===== src/rtl/serial_adder.sv =====
// serial_adder: bit-serial N-bit adder, one full-adder cell plus a carry flip-flop, LSB first.
// Latency: N cycles from the accepting start edge to the done strobe; one result per N+2 cycles.
// Backpressure: none; start is only accepted in IDLE, and is ignored (not queued) in RUN and DONE.
//
// Ports:
//   clk, rst     rising-edge clock, asynchronous active-high reset
//   start        begin an addition (accepted only when idle)
//   a, b, cin    operands and carry-in, captured on the accepting edge
//   busy         high while the addition is in progress
//   done         one-cycle strobe: sum/cout were just updated
//   sum, cout    registered result a+b+cin (low N bits, carry-out)
module serial_adder #(
  parameter int N = 8
) (
  input  logic         clk,
  input  logic         rst,
  input  logic         start,
  input  logic [N-1:0] a,
  input  logic [N-1:0] b,
  input  logic         cin,
  output logic         busy,
  output logic         done,
  output logic [N-1:0] sum,
  output logic         cout
);

  localparam int CW = $clog2(N + 1);
  // Only N-1 result bits need storing: on the completing edge the MSB is the
  // live full-adder output, so it goes straight into sum.
  localparam int RW = (N > 1) ? N - 1 : 1;

  typedef enum logic [1:0] {
    IDLE,
    RUN,
    DONE
  } state_t;

  state_t          state;
  logic [N-1:0]    ra;
  logic [N-1:0]    rb;
  logic [RW-1:0]   rs;
  logic            c;
  logic [CW-1:0]   cnt;

  // Full-adder cell on the current LSBs and the carry flop.
  logic            s;
  logic            c_nxt;
  logic [RW-1:0]   rs_shift;
  logic [N-1:0]    sum_nxt;

  assign s     = ra[0] ^ rb[0] ^ c;
  assign c_nxt = (ra[0] & rb[0]) | (ra[0] & c) | (rb[0] & c);

  generate
    if (N == 1) begin : g_one
      assign rs_shift = rs;
      assign sum_nxt  = s;
    end else if (N == 2) begin : g_two
      assign rs_shift = s;
      assign sum_nxt  = {s, rs};
    end else begin : g_wide
      assign rs_shift = {s, rs[RW-1:1]};
      assign sum_nxt  = {s, rs};
    end
  endgenerate

  always_ff @(posedge clk or posedge rst) begin
    if (rst) begin
      state <= IDLE;
      ra    <= '0;
      rb    <= '0;
      rs    <= '0;
      c     <= 1'b0;
      cnt   <= '0;
      busy  <= 1'b0;
      done  <= 1'b0;
      sum   <= '0;
      cout  <= 1'b0;
    end else begin
      case (state)
        IDLE: begin
          done <= 1'b0;
          busy <= 1'b0;
          if (start) begin
            ra    <= a;
            rb    <= b;
            c     <= cin;
            cnt   <= '0;
            busy  <= 1'b1;
            state <= RUN;
          end
        end
        RUN: begin
          ra  <= ra >> 1;
          rb  <= rb >> 1;
          rs  <= rs_shift;
          c   <= c_nxt;
          cnt <= cnt + CW'(1);
          if (cnt == CW'(N - 1)) begin
            sum   <= sum_nxt;
            cout  <= c_nxt;
            done  <= 1'b1;
            busy  <= 1'b0;
            state <= DONE;
          end
        end
        DONE: begin
          // Strobe lasts exactly one cycle; start is not looked at here.
          done  <= 1'b0;
          state <= IDLE;
        end
        default: begin
          busy  <= 1'b0;
          done  <= 1'b0;
          state <= IDLE;
        end
      endcase
    end
  end

endmodule

===== config.mk =====
export PLATFORM = sky130hd
export DESIGN_NAME = serial_adder
export DESIGN_NICKNAME = d
export VERILOG_FILES = /design/src/rtl/serial_adder.sv
export SDC_FILE = /design/constraint.sdc
export NUM_CORES = 1
export LEC_CHECK = 0
export ABC_AREA = 1
export BUFFER_PORTS_ARGS = -buffer_cell sky130_fd_sc_hd__buf_2
export CORE_UTILIZATION = 40
export DETAILED_ROUTE_END_ITERATION = 10
export PLACE_DENSITY = 0.72
export REMOVE_ABC_BUFFERS = 1
export SYNTH_ARGS = -nofsm -noshare
export SYNTH_HDL_FRONTEND = slang
export SYNTH_SLANG_ARGS = --single-unit

===== constraint.sdc =====
create_clock -name clk -period 1.1 [get_ports clk]
set_input_delay 0 -clock clk [delete_from_list [all_inputs] [get_ports clk]]
set_output_delay 0 -clock clk [all_outputs]
set_load 0.05 [all_outputs]

==> metrics.json, run 1 <==
{
  "outcome": {"value": "complete, but fails checks"},
  "failed_checks": {"value": "negative hold slack, negative setup slack"},
  "yosys_register_bits": {"value": 41},
  "cts_sinks": {"value": 41},
  "antennaDiodeCount": {"value": 0},
  "signal_arrival_time_at_the_worst_endpoint": {"value": 1.49, "unit": "ns"},
  "final.setup.tns": {"value": -3.200, "unit": "ns"},
  "hp-class": {"value": "in -> reg"},
  "endpoint_kind": {"value": "flip-flop"},
  "period_needed": {"value": 1.290, "unit": "ns"},
  "die_outline_height": {"value": 70.09, "unit": "µm"},
  "worst_path_maximum_fanout": {"value": 4},
  "synth_top_cells_by_area": {"value": "sky130_fd_sc_hd__dfrtp_1 55%, sky130_fd_sc_hd__nand2_1 25%, sky130_fd_sc_hd__o21ai_2 3.8%, sky130_fd_sc_hd__o21ai_0 3.0%, sky130_fd_sc_hd__inv_1 2.6%"},
  "number_of_buffers_added_on_ports": {"value": 30},
  "synth_area_leader_cell": {"value": "sky130_fd_sc_hd__dfrtp_1"},
  "cts_tree": {"value": "built"},
  "timing.critical_path.cells": {"value": "ha_2 -> nand2_2 -> nor2_4 -> buf_4 -> nand2_4 -> nand2_1 -> o21ai_2"},
  "number_of_global_route_vias_before_repair": {"value": 1589},
  "timing.hold.ws": {"value": -0.004182, "unit": "ns"},
  "area.growth.synth_to_final": {"value": 54.45, "unit": "%"},
  "worst_skew_pair.late_latency": {"value": 0.30, "unit": "ns"},
  "grt_antenna_before_repair": {"value": 0},
  "yosys.cell_count.top_type": {"value": "sky130_fd_sc_hd__nand2_1"},
  "finish.instance_area": {"value": 2864, "unit": "µm²"},
  "dp.cells": {"value": 310},
  "root_buffer": {"value": "sky130_fd_sc_hd__clkbuf_8"},
  "wl_per_cell": {"value": 14.68, "unit": "µm"},
  "core-area": {"value": 4414, "unit": "µm²"},
  "floorplan.initialDensity": {"value": 42.01, "unit": "%"},
  "cts_inserted_buffers": {"value": 5},
  "final_worst_path_period_share": {"value": 117.3, "unit": "%"},
  "clk_pin_slew": {"value": 0.08, "unit": "ns"},
  "worstPathRequired": {"value": 1.30, "unit": "ns"},
  "cap_viol_max_count": {"value": 0},
  "netlist_instances": {"value": 224},
  "drtPass1Iterations": {"value": 4},
  "post_synth_top_area_share": {"value": 55.33, "unit": "%"},
  "cts.htree.levels": {"value": 2},
  "ys_dominant_reg_cell": {"value": "sky130_fd_sc_hd__dfrtp_1"},
  "worst_slew_pin_slew": {"value": 0.3101, "unit": "ns"},
  "powerDensity": {"value": 3136, "unit": "nW/µm²"},
  "timing.final.setup_violations": {"value": 37},
  "synth_enable_flop_cells": {"value": 0},
  "grt_use_total": {"value": 20.43, "unit": "%"},
  "wire_length_of_the_first_global_routing_pass": {"value": 7.576, "unit": "mm"},
  "drt-vias-per-instance": {"value": 4.989},
  "vias": {"value": 1746},
  "synth_seq_area_share": {"value": 55.33, "unit": "%"},
  "clk_skew": {"value": 0.005375, "unit": "ns"},
  "layout.cells.non_filler": {"value": 350},
  "cp_slowest_stage_delay": {"value": 0.37, "unit": "ns"},
  "yosys_warnings": {"value": 0},
  "synthTopCellsByCount": {"value": "124 x sky130_fd_sc_hd__nand2_1, 41 x sky130_fd_sc_hd__dfrtp_1, 13 x sky130_fd_sc_hd__inv_1"},
  "placed_area": {"value": 2143, "unit": "µm²"},
  "yosysUniqueCellTypes": {"value": 19},
  "dieArea": {"value": 4912, "unit": "µm²"},
  "grt_start_max_net_pins": {"value": 42},
  "min_path_cells": {"value": 5},
  "rows": {"value": 24},
  "gp_congestion": {"value": 0.7608},
  "synth.avg_cell_area": {"value": 8.278, "unit": "µm²"},
  "criticalPathCategory": {"value": "reg -> reg"},
  "timing.critical_path.slowest_stage_cell": {"value": "sky130_fd_sc_hd__dfrtp_1"},
  "drc_errors": {"value": 0},
  "boundary_pins": {"value": 31},
  "p_leak": {"value": 1.526, "unit": "nW"},
  "max-slew-margin-rel": {"value": 79.25, "unit": "%"},
  "worstSetupStartpointType": {"value": "flip-flop"},
  "route.antenna.remaining_nets": {"value": 0},
  "fmaxAchievable": {"value": 775.3, "unit": "MHz"},
  "dpl.hpwl": {"value": 2.449, "unit": "mm"},
  "timing_max_transition_violations_final": {"value": 0},
  "layout-drive-gt1-share": {"value": 41.61, "unit": "%"},
  "ys_async_sr_fraction": {"value": 100.0, "unit": "%"},
  "drt-initial-drc-count": {"value": 134},
  "net_total_in_the_final_layout": {"value": 319},
  "postLayoutSetupSlackWorst": {"value": -0.1899, "unit": "ns"},
  "total_wirelength": {"value": 5.138, "unit": "mm"},
  "clock_path_buffers": {"value": 2},
  "synth.cell_area": {"value": 1854, "unit": "µm²"},
  "finalHoldViolCount": {"value": 2},
  "rsz0062_at_grt": {"value": "true"},
  "grt_remaining_overflow": {"value": 0},
  "fp.dieW": {"value": 70.09, "unit": "µm"},
  "r2r.worst_path.cells": {"value": 7},
  "ir_worst_vdd": {"value": 1624, "unit": "µV"}
}
-- registers in the layout, indices dropped and copies added, names as in the netlist --
signal,cells
state,2
busy,1
rb,8
ra,8
cout,1
c,1
sum,8
rs,7
done,1
cnt,4
-- cell families (layout without fill, tap and decap cells) --
family / count (synthesis) / count (layout) / share of synthesized area [%]
AND/OR/NAND/NOR: 136 / 139 / 29.49
flip-flops: 41 / 41 / 55.33
buffers and inverters: 24 / 95 / 6.140
AO/OA/AOI/OAI: 21 / 21 / 7.287
adder cells (fa/ha/maj): 2 / 2 / 1.754
-- timing repair --
item | CTS | global route
pin swaps | 11 | 8
hold endpoints to repair | 49 | 0
endpoints found under the setup margin | 30 | 41
resized for setup | 35 | 44
cloned | 7 | 1
setup buffers | 8 | 8
hold buffers | 9 | 0
-- power breakdown --
part | total [mW] | leakage [nW] | switching, mW | internal (mW)
sequential | 2.65 | 0.523 | 0.489 | 2.16
clock | 1.27 | 0.0585 | 0.529 | 0.740
combinational | 5.07 | 0.945 | 2.81 | 2.26
total | 8.98 | 1.53 | 3.82 | 5.16
-- through the flow --
step	power (mW)	hold slack, ns	worst slack (ns)	utilization [%]
3_5_place_dp	5.691	0.07999	-0.1506	48.55
4_1_cts	8.024	0.0006032	-0.1103	59.69
6_report	8.981	-0.004182	-0.1899	64.88
2_1_floorplan	4.636	0.1427	-0.2924	-
5_1_grt	9.498	0.01154	-0.2372	64.88
3_3_place_gp	5.610	0.06803	-0.1104	48.55
-- per-layer routing --
metal | track usage [%] | part of all wire [%]
met5 | 0 | 0
met4 | 9.556 | 3.0
met3 | 5.483 | 4.1
met2 | 30.34 | 49
met1 | 27.81 | 44
-- cell type report --
class / count / area (µm²)
inverters: 16 / 70.07
clock inverters: 1 / 30.03
well taps: 52 / 65.06
flip-flops and latches: 41 / 1028
multi-input cells: 162 / 900.9
clock buffers: 7 / 86.33
repair buffers: 71 / 683.2
fillers: 341 / 1550
-- placed cells by master (no fill, tap or decap), types with 9 or more instances in the layout --
cell type	netlist	layout
sky130_fd_sc_hd__inv_1	13	10
sky130_fd_sc_hd__dlygate4sd3_1	0	9
sky130_fd_sc_hd__nand2_2	1	16
sky130_fd_sc_hd__dfrtp_1	41	39
sky130_fd_sc_hd__o21ai_2	8	13
sky130_fd_sc_hd__nand2_1	124	104
sky130_fd_sc_hd__buf_4	3	11
sky130_fd_sc_hd__buf_2	4	30
sky130_fd_sc_hd__buf_6	1	10
-- critical path: cells and delay by family, from the launching register on --
family,cells,cell delay (ns)
adders and majority gates,1,0.21
buffers and inverters,1,0.18
AOI/OAI and AO/OA,1,0.06
and+or+nand+nor,4,0.36
DFF,1,0.37
-- path summary, 6_finish.rpt --
kind / startpoint / end / slack, ns
worst max register to register: cnt[0]$_DFFE_PP0P_ / sum[3]$_DFFE_PP0P_ / -0.19
worst max-delay path: cnt[0]$_DFFE_PP0P_ / sum[3]$_DFFE_PP0P_ / -0.19
worst min register to register: busy$_DFFE_PP0P_ / busy$_DFFE_PP0P_ / 0.47
min in group asynchronous: rst / sum[4]$_DFFE_PP0P_ / 0.31
worst min-delay path: a[4] / ra[4]$_DFFE_PP0P_ / -0.004
max in group asynchronous: rst / state[0]$_DFFE_PP0P_ / 0.58
Power figures use the tool's default switching activity.
==> run 2, diff against run 1 <==
--- a/config.mk
+++ b/config.mk
@@ -7,9 +7,9 @@
 export LEC_CHECK = 0
 export ABC_AREA = 1
 export BUFFER_PORTS_ARGS = -buffer_cell sky130_fd_sc_hd__buf_2
-export CORE_UTILIZATION = 40
+export CORE_UTILIZATION = 49
 export DETAILED_ROUTE_END_ITERATION = 10
-export PLACE_DENSITY = 0.72
+export PLACE_DENSITY = 0.84
 export REMOVE_ABC_BUFFERS = 1
 export SYNTH_ARGS = -nofsm -noshare
 export SYNTH_HDL_FRONTEND = slang
==> metrics.json, run 2 (synthesis gave the netlist of run 1 again) <==
{
  "worstHoldStart": {"value": "a[5]"},
  "final_worst_path_period_share": {"value": 114.3, "unit": "%"},
  "cts_inserted_buffers": {"value": 5},
  "timing.final.setup_violations": {"value": 30},
  "number_of_buffers_added_on_ports": {"value": 30},
  "criticalPathCategory": {"value": "reg -> reg"},
  "grt_remaining_overflow": {"value": 0},
  "dr_wl_met3": {"value": 252, "unit": "µm"},
  "gp_congestion": {"value": 0.7531},
  "cts_tree": {"value": "built"},
  "outcome": {"value": "complete, but fails checks"},
  "fp.dieW": {"value": 63.52, "unit": "µm"},
  "reg2reg_from": {"value": "state[1]$_DFFE_PP0P_"},
  "drt-vias-per-instance": {"value": 5.145},
  "post-place-ws": {"value": -0.1379, "unit": "ns"},
  "drt-initial-drc-count": {"value": 137},
  "dpl.hpwl": {"value": 2.476, "unit": "mm"},
  "endpoint_kind": {"value": "flip-flop"},
  "top_layer_used": {"value": "met4"},
  "max-slew-margin-rel": {"value": 81.49, "unit": "%"},
  "timing_max_transition_violations_final": {"value": 0},
  "fillCellCount": {"value": 236},
  "wl_per_cell": {"value": 15.76, "unit": "µm"},
  "cts_sinks": {"value": 41},
  "commonest_non_fill_non_tap_cell_in_the_layout": {"value": "sky130_fd_sc_hd__nand2_1"},
  "top_regs": {"value": "ra x8, rb x8, sum x8"},
  "drc_errors": {"value": 0},
  "clk_pin_slew": {"value": 0.08, "unit": "ns"},
  "antennaDiodeCount": {"value": 0},
  "worstPathRequired": {"value": 1.29, "unit": "ns"},
  "number_of_global_route_vias_before_repair": {"value": 1545},
  "p_leak": {"value": 1.441, "unit": "nW"},
  "wl_met2": {"value": 2.861, "unit": "mm"},
  "die_outline_height": {"value": 63.52, "unit": "µm"},
  "timing.hold.ws": {"value": 0.004916, "unit": "ns"},
  "fmaxAchievable": {"value": 795.7, "unit": "MHz"},
  "signal_arrival_time_at_the_worst_endpoint": {"value": 1.45, "unit": "ns"},
  "clk_skew": {"value": 0.007808, "unit": "ns"},
  "root_buffer": {"value": "sky130_fd_sc_hd__clkbuf_8"},
  "vias": {"value": 1739},
  "worstSetupStartpointType": {"value": "flip-flop"},
  "mostFrequentLayoutCells": {"value": "97 x sky130_fd_sc_hd__nand2_1, 39 x sky130_fd_sc_hd__dfrtp_1, 30 x sky130_fd_sc_hd__buf_2"},
  "rows": {"value": 21},
  "crit_start": {"value": "state[1]$_DFFE_PP0P_"},
  "period_needed": {"value": 1.257, "unit": "ns"},
  "wire_length_of_the_first_global_routing_pass": {"value": 6.768, "unit": "mm"},
  "clock_path_buffers": {"value": 2},
  "grt_antenna_before_repair": {"value": 0},
  "area.growth.synth_to_final": {"value": 46.96, "unit": "%"},
  "postLayoutSetupSlackWorst": {"value": -0.1568, "unit": "ns"},
  "cap_viol_max_count": {"value": 0},
  "drtPass1Iterations": {"value": 4},
  "dieArea": {"value": 4034, "unit": "µm²"},
  "total_wirelength": {"value": 5.326, "unit": "mm"},
  "worst_skew_pair.late_latency": {"value": 0.30, "unit": "ns"},
  "grt_use_total": {"value": 22.36, "unit": "%"},
  "finalHoldViolCount": {"value": 0},
  "report.power.total": {"value": 8.147, "unit": "mW"},
  "route.antenna.remaining_nets": {"value": 0},
  "floorplan.initialDensity": {"value": 53.46, "unit": "%"},
  "ir_worst_vdd": {"value": 1737, "unit": "µV"},
  "powerDensity": {"value": 2990, "unit": "nW/µm²"},
  "boundary_pins": {"value": 31},
  "layout-drive-gt1-share": {"value": 40.75, "unit": "%"},
  "worst_slew_pin_slew": {"value": 0.2795, "unit": "ns"},
  "grt_start_max_net_pins": {"value": 42},
  "net_total_in_the_final_layout": {"value": 314},
  "cts.htree.levels": {"value": 2},
  "hp-class": {"value": "in -> reg"},
  "core-area": {"value": 3468, "unit": "µm²"},
  "failed_checks": {"value": "negative setup slack"},
  "met1Wirelength": {"value": 2.033, "unit": "mm"},
  "rsz0062_at_grt": {"value": "true"},
  "worst_path_maximum_fanout": {"value": 5}
}
run 2: cell count changes in the layout (fill, tap and decap cells not counted), moves of 3 or more:
| cell | change |
|---|---|
| sky130_fd_sc_hd__nand2_2 | +8 |
| sky130_fd_sc_hd__nand2_1 | -7 |
| sky130_fd_sc_hd__buf_12 | -4 |
| sky130_fd_sc_hd__dlygate4sd3_1 | +4 |
| sky130_fd_sc_hd__buf_16 | -3 |
| sky130_fd_sc_hd__buf_6 | -3 |
| sky130_fd_sc_hd__o21ai_0 | +3 |
run 2: final timing paths:
check	slack (ns)	endpoint	cells after the start
setup / recovery	-0.16	ra[6]$_DFFE_PP0P_	7
hold / removal	0.005	ra[5]$_DFFE_PP0P_	5
setup reg to reg	-0.16	ra[6]$_DFFE_PP0P_	7
hold reg to reg	0.48	rb[1]$_DFFE_PP0P_	2
max in group asynchronous	0.55	state[1]$_DFFE_PP0P_	4
min in group asynchronous	0.34	ra[7]$_DFFE_PP0P_	4
run 2: stage by stage:
stage | cell area (µm²) | utilization (%) | setup TNS, ns | std cells
after floorplan | 1800 | - | -5.575 | 216
after global placement | 2131 | 61.44 | -0.9217 | 305
after detailed placement | 2131 | 61.44 | -1.666 | 305
after CTS | 2372 | 68.40 | -1.467 | 326
after global routing | 2725 | 78.57 | -3.676 | 338
final | 2725 | 78.57 | -2.091 | 338
run 2: worst max-delay path, cell delays in order (launching register included):
cell,delay [ns]
sky130_fd_sc_hd__dfrtp_2,0.48
sky130_fd_sc_hd__inv_4,0.12
sky130_fd_sc_hd__nand2_8,0.09
sky130_fd_sc_hd__clkbuf_16,0.17
sky130_fd_sc_hd__nand2_2,0.08
sky130_fd_sc_hd__nand2_1,0.07
sky130_fd_sc_hd__nand2_1,0.07
sky130_fd_sc_hd__nand2_1,0.06
run 2: repair_timing:
| item | 4_1_cts | 5_1_grt |
|---|---|---|
| setup buffers | 0 | 7 |
| hold buffers | 13 | 0 |
| hold endpoints to repair | 53 | 0 |
| resized for setup | 6 | 67 |
| pin swaps | 2 | 9 |
| setup endpoints to repair | 30 | 41 |
| cloned | 1 | 5 |
run 2: routing by layer:
| metal | vias up | GRT usage [%] |
|---|---|---|
| li1 | 826 | - |
| met5 | - | 0 |
| met4 | 0 | 8.239 |
| met1 | 830 | 26.82 |
| met3 | 18 | 6.341 |
| met2 | 65 | 37.90 |
run 2: layout make-up:
cell class	instances	area (µm²)	share of cell area [%]
Sequential cell	41	1028	37.74
Multi-Input combinational cell	162	922.1	33.84
Timing Repair Buffer	66	559.3	20.52
Clock buffer	6	82.58	3.030
Inverter	16	67.56	2.479
Tap cell	46	57.56	2.112
Clock inverter	1	7.507	0.2755
run 2: report_power, final:
| part | leakage, nW | total [mW] | switching (mW) | internal [mW] |
|---|---|---|---|---|
| registers | 0.523 | 2.63 | 0.475 | 2.16 |
| clock network | 0.0433 | 1.03 | 0.534 | 0.496 |
| logic | 0.875 | 4.49 | 2.74 | 1.75 |
| total | 1.44 | 8.15 | 3.75 | 4.40 |
